<file path="config.mk">
export PLATFORM = sky130hd
export DESIGN_NAME = div_ctrl
export DESIGN_NICKNAME = d
export VERILOG_FILES = /design/src/rtl/div_ctrl.sv
export SDC_FILE = /design/constraint.sdc
export NUM_CORES = 1
export LEC_CHECK = 0
export BUFFER_PORTS_ARGS = -buffer_cell sky130_fd_sc_hd__buf_4
export CORE_MARGIN = 2
export CORE_UTILIZATION = 60
export DETAILED_ROUTE_END_ITERATION = 7
export PLACE_DENSITY = 0.83
export SLEW_MARGIN = 25
export SYNTH_ARGS = -nofsm -noshare
export SYNTH_HDL_FRONTEND = slang
export SYNTH_SLANG_ARGS = --single-unit
</file>
<file path="constraint.sdc">
create_clock -name clk -period 7.7 [get_ports clk]
set_clock_uncertainty 0.05 [all_clocks]
set_input_delay 0 -clock clk [delete_from_list [all_inputs] [get_ports clk]]
set_output_delay 0 -clock clk [all_outputs]
set_load 0.05 [all_outputs]
</file>
<file path="src/rtl/div_ctrl.sv">
// div_ctrl: sequencing controller for the shared iterative divider (DIV/DIVU).
// Latches operands on request, runs one restoring step per cycle, stalls the
// pipeline while busy and returns {remainder, quotient} for the HI/LO write.
module div_ctrl #(
  parameter int DATA_W = 32,
  parameter int CNT_W  = 6
) (
  input  logic                  clk,
  input  logic                  rst,
  input  logic                  start_i,
  input  logic                  annul_i,
  input  logic                  signed_div_i,
  input  logic [DATA_W-1:0]     opdata1_i,
  input  logic [DATA_W-1:0]     opdata2_i,
  output logic [2*DATA_W-1:0]   result_o,
  output logic                  ready_o,
  output logic                  stallreq_o
);

  typedef enum logic [1:0] {
    ST_FREE   = 2'd0,
    ST_BYZERO = 2'd1,
    ST_ON     = 2'd2,
    ST_END    = 2'd3
  } state_e;

  localparam logic [CNT_W-1:0] CNT_LAST = CNT_W'(DATA_W - 1);
  localparam logic [CNT_W-1:0] CNT_ONE  = CNT_W'(1);

  state_e                  state_q;
  logic [CNT_W-1:0]        cnt_q;
  logic [DATA_W-1:0]       rem_q;
  logic [DATA_W-1:0]       quo_q;
  logic [DATA_W-1:0]       dvs_q;
  logic                    neg_quo_q;
  logic                    neg_rem_q;
  logic [2*DATA_W-1:0]     result_q;
  logic                    ready_q;

  logic [DATA_W-1:0]       rem_shift_d;
  logic [DATA_W:0]         trial_d;
  logic [DATA_W-1:0]       rem_d;
  logic [DATA_W-1:0]       quo_d;
  logic                    op1_neg_d;
  logic                    op2_neg_d;

  // Two's-complement negate when requested; wraps modulo 2^DATA_W.
  function automatic logic [DATA_W-1:0] fix_sign(input logic [DATA_W-1:0] v,
                                                 input logic neg);
    logic signed [DATA_W-1:0] sv;
    sv = v;
    return neg ? DATA_W'(-sv) : v;
  endfunction

  // One restoring-division step on the current partial remainder/quotient.
  always_comb begin
    rem_shift_d = {rem_q[DATA_W-2:0], quo_q[DATA_W-1]};
    trial_d     = {1'b0, rem_shift_d} - {1'b0, dvs_q};
    rem_d       = rem_shift_d;
    quo_d       = {quo_q[DATA_W-2:0], 1'b0};
    if (!trial_d[DATA_W]) begin
      rem_d = trial_d[DATA_W-1:0];
      quo_d = {quo_q[DATA_W-2:0], 1'b1};
    end
    op1_neg_d = signed_div_i & opdata1_i[DATA_W-1];
    op2_neg_d = signed_div_i & opdata2_i[DATA_W-1];
  end

  // Divider FSM: operand capture, iteration, result hand-off.
  always_ff @(posedge clk or negedge rst) begin
    if (!rst) begin
      state_q   <= ST_FREE;
      cnt_q     <= '0;
      rem_q     <= '0;
      quo_q     <= '0;
      dvs_q     <= '0;
      neg_quo_q <= 1'b0;
      neg_rem_q <= 1'b0;
      result_q  <= '0;
      ready_q   <= 1'b0;
    end else begin
      case (state_q)
        ST_FREE: begin
          ready_q <= 1'b0;
          if (!annul_i && start_i) begin
            if (opdata2_i == '0) begin
              state_q <= ST_BYZERO;
            end else begin
              state_q   <= ST_ON;
              cnt_q     <= '0;
              rem_q     <= '0;
              quo_q     <= fix_sign(opdata1_i, op1_neg_d);
              dvs_q     <= fix_sign(opdata2_i, op2_neg_d);
              neg_quo_q <= op1_neg_d ^ op2_neg_d;
              neg_rem_q <= op1_neg_d;
            end
          end
        end
        ST_BYZERO: begin
          state_q  <= ST_END;
          result_q <= '0;
          ready_q  <= 1'b1;
        end
        ST_ON: begin
          if (annul_i || !start_i) begin
            state_q <= ST_FREE;
          end else begin
            rem_q <= rem_d;
            quo_q <= quo_d;
            cnt_q <= cnt_q + CNT_ONE;
            if (cnt_q == CNT_LAST) begin
              state_q  <= ST_END;
              result_q <= {fix_sign(rem_d, neg_rem_q), fix_sign(quo_d, neg_quo_q)};
              ready_q  <= 1'b1;
            end
          end
        end
        ST_END: begin
          if (!start_i) begin
            state_q  <= ST_FREE;
            result_q <= '0;
            ready_q  <= 1'b0;
          end
        end
        default: begin
          state_q <= ST_FREE;
          ready_q <= 1'b0;
        end
      endcase
    end
  end

  assign result_o   = result_q;
  assign ready_o    = ready_q;
  assign stallreq_o = start_i & ~ready_q & ~annul_i;

endmodule

</file>
==> results.yml <==
outcome:
  status: "completed"
layout:
  area_growth_pct: 20.0
  fin_cells: 1942
  fillers: 1470
  n_antenna_cell: 0
  layout.nets: 1777
  layout-drive-gt1-share: 0.119
  final_cell_area_um2: 14500
  final_util: 0.738
logic_synthesis:
  yosysTopAreaCell: "dfrtp_1"
  synthesis.area_um2: 12000
  synth_edf_count: 0
  synth_compound_area_frac: 0.226
  yosysTopAreaCellShare: 0.353
  synth_top_family_by_area: "compound AO/OA/AOI/OAI gates"
  synth.area.mux_share: 0.0228
  synth_xor_xnor_area_share: 0.101
  synth_fa_ha_area_frac: 0.0442
  yosys.cell_count.top_type: "nand2_1"
  synthCells: 1513
  syn_avg_cell_area_um2: 7.96
  synth_async_sr_flop_share: 1.00
  ys_ff_latch: 170
  synth.area.top_cells: "dfrtp_1 (35%), nand2_1 (7.3%), o21ai_0 (6.8%), a21oi_1 (5.5%), xnor2_1 (5.1%)"
  synth-seq-area-share: 0.353
  synth_warnings: 0
  ys_top_cells_by_count: "nand2_1 (234), dfrtp_1 (170), o21ai_0 (163)"
  syn-num-nets: 1624
  ys_types: 71
  ys.flop_type: "dfrtp_1"
  synthSimpleGateAreaFrac: 0.208
floorplanning:
  io_pins: 135
  core_area_um2: 19600
  fp.dieArea_um2: 21200
  die_h_um: 146
  rows: 51
  die_w_um: 146
  start_util: 0.615
routing:
  drtAntennaViolNets: 0
  routed_wl_um: 33600
  viasPerCell: 6.07
  drtIter0Drc: 1105
  vias: 11790
  post-route-drc-count: 0
  firstDrtPassIters: 6
  wl_per_cell_um: 17.3
worst_hold_path:
  worstHoldStart: "opdata1_i[4]"
  hold_depth: 5
  hold_class: "in -> reg"
grt:
  grt_pass1_wl_um: 55400
  grt_overflow_total: 0
  use_met1: 0.477
  grt_max_degree: 100
  globalRoute.busiestLayer: "met1"
  grt_usage: 0.317
  grt_pass1_vias: 10900
  gr-usage-met3: 0.0627
  antenna_found_initial: 0
  grtUsageMet2: 0.471
sta:
  tightest_slew_ns: 0.962
  finalHoldViolCount: 0
  setup-violations-final: 0
  slew_headroom: 0.354
  fin_setup_tns_ns: 0
  min_period_ns: 5.49
  slew_viol_final: 0
  timing.final.crit_share: 0.713
  fmax_mhz: 182
  grt_setup_unrepaired: "no"
setup_path:
  crit_type: "reg -> reg"
  path_max_fanout: 55
  crit_start: "quo_q[31]$_DFFE_PN0P_"
  reg2reg_from: "quo_q[31]$_DFFE_PN0P_"
  end_kind: "flip-flop"
  reg2regPathDepth: 21
  worstPathArrival_ns: 5.75
  startpoint_type: "flip-flop"
  required_ns: 7.96
placed_design:
  io_buffers: 134
  gp_congestion: 0.985
  postPlaceCellArea_um2: 13200
  placed_cells: 1845
  place_hpwl_um: 23600
clocking:
  post_cts_resized: 0
  clkSlewWorstSetupHoldPaths_ns: 0.07
  htree_levels: 4
  insertion_delay_ns: 0.44
  cts_tree: "done"
  clockRootBuffer: "clkbuf_16"
  cts.sinks: 170
  numCtsBuffers: 17
  clock_path_buffers: 2
pwr:
  ir_worst_vdd_mv: 0.233
  p_total_mw: 6.51
  power_density_nw_per_um2: 450
  p_leak_nw: 6.45
flow_run:
  drv_cap: 0
where the power goes:
part           leakage [nW]  switching [mW]  internal [mW]  total (mW)
registers              2.20           0.356           1.23        1.59
clock network         0.299           0.382          0.554       0.937
logic                  3.95            2.58           1.40        3.98
total                  6.45            3.32           3.18        6.51
critical path: stages, from the launching register on:
cell,delay (ns)
dfrtp_1,0.36
inv_1,0.08
ha_1,0.23
fa_1,0.39
nand2b_1,0.19
a211oi_2,0.43
o21ai_1,0.24
o21ai_2,0.33
nand2_2,0.18
nand2_4,0.53
nand2_1,0.10
o21ai_0,0.16
ha_1,0.25
nand2_1,0.12
or3_1,0.34
or3_1,0.33
nor3_2,0.11
a31oi_1,0.09
o21a_1,0.27
o41ai_2,0.30
xnor2_1,0.17
o21ai_1,0.08
cells by family after synthesis:
family          after synthesis
compound gates              460
xor+xnor                    139
fa+ha+maj                    42
buf+inv                     134
flops                       170
mux                          27
simple gates                541
placed cells by master, fill, tap and decap left out, types with 5 or more instances in the layout:
cell / Yosys / routed
nand2_1: 234 / 233
dfrtp_1: 170 / 169
o21ai_0: 163 / 163
buf_4: 4 / 139
a21oi_1: 133 / 133
nor2_1: 117 / 117
xnor2_1: 70 / 70
xor2_1: 69 / 69
dlygate4sd3_1: 0 / 67
inv_1: 59 / 59
ha_1: 41 / 40
o21ai_1: 32 / 32
o31ai_1: 32 / 32
nor3_1: 30 / 30
or3_1: 25 / 25
mux2i_1: 23 / 23
nor4_1: 21 / 21
nand3_1: 21 / 20
clkbuf_16: 0 / 17
or4_1: 16 / 16
and2_1: 15 / 15
nand4_1: 14 / 14
a21o_1: 14 / 14
o41ai_1: 12 / 12
nand2b_1: 12 / 11
o211ai_1: 8 / 8
a211oi_1: 8 / 8
and3_1: 7 / 7
nor2b_1: 7 / 7
a31oi_1: 7 / 7
o21a_1: 5 / 5
a21boi_1: 5 / 5
area by class of cell:
type,count,area (µm²),share of cell area
Timing Repair Buffer,208,1740,0.120
Tap cell,265,332,0.0229
Multi-Input combinational cell,1209,7280,0.504
Inverter,60,225,0.0156
Clock buffer,18,439,0.0304
Clock inverter,12,191,0.0132
Sequential cell,170,4260,0.294
through the flow:
| step | hold WS [ns] | setup slack, ns |
|---|---|---|
| floorplan | -0.346 | 2.75 |
| finish | 0.0139 | 2.21 |
| CTS | 0.00330 | 2.25 |
| global route | 0.0387 | 1.80 |
| global placement | 0.0690 | 2.48 |
| detailed placement | 0.0745 | 2.27 |
state kept, by name (all words and copies together), names as in the netlist:
| name | count |
|---|---|
| cnt_q | 6 |
| dvs_q | 32 |
| neg_quo_q | 1 |
| neg_rem_q | 1 |
| quo_q | 32 |
| ready_o | 1 |
| rem_q | 31 |
| result_o | 64 |
| state_q | 2 |
worst paths after layout:
kind | endpoint | slack [ns]
worst max-delay path | result_o[60]$_DFFE_PN0P_ | 2.21
worst min-delay path | quo_q[4]$_DFFE_PN0P_ | 0.01
worst max register to register | result_o[60]$_DFFE_PN0P_ | 2.21
worst min register to register | result_o[27]$_DFFE_PN0P_ | 0.43
max in group asynchronous | neg_rem_q$_DFFE_PN0P_ | 6.21
min in group asynchronous | cnt_q[0]$_DFFE_PN0P_ | 0.14
per-layer routing:
| layer | vias up | wire length, µm |
|---|---|---|
| met1 | 5545 | 15500 |
| li1 | 5652 | - |
| met4 | 0 | 625 |
| met2 | 535 | 14700 |
| met3 | 58 | 2800 |
| met5 | - | 0 |
repair_timing:
item,in CTS,in global routing
hold endpoints to repair,144,0
hold buffers,67,0
buffers inserted,0,0
endpoints found under the setup margin,0,0
Power figures use the tool's default switching activity.
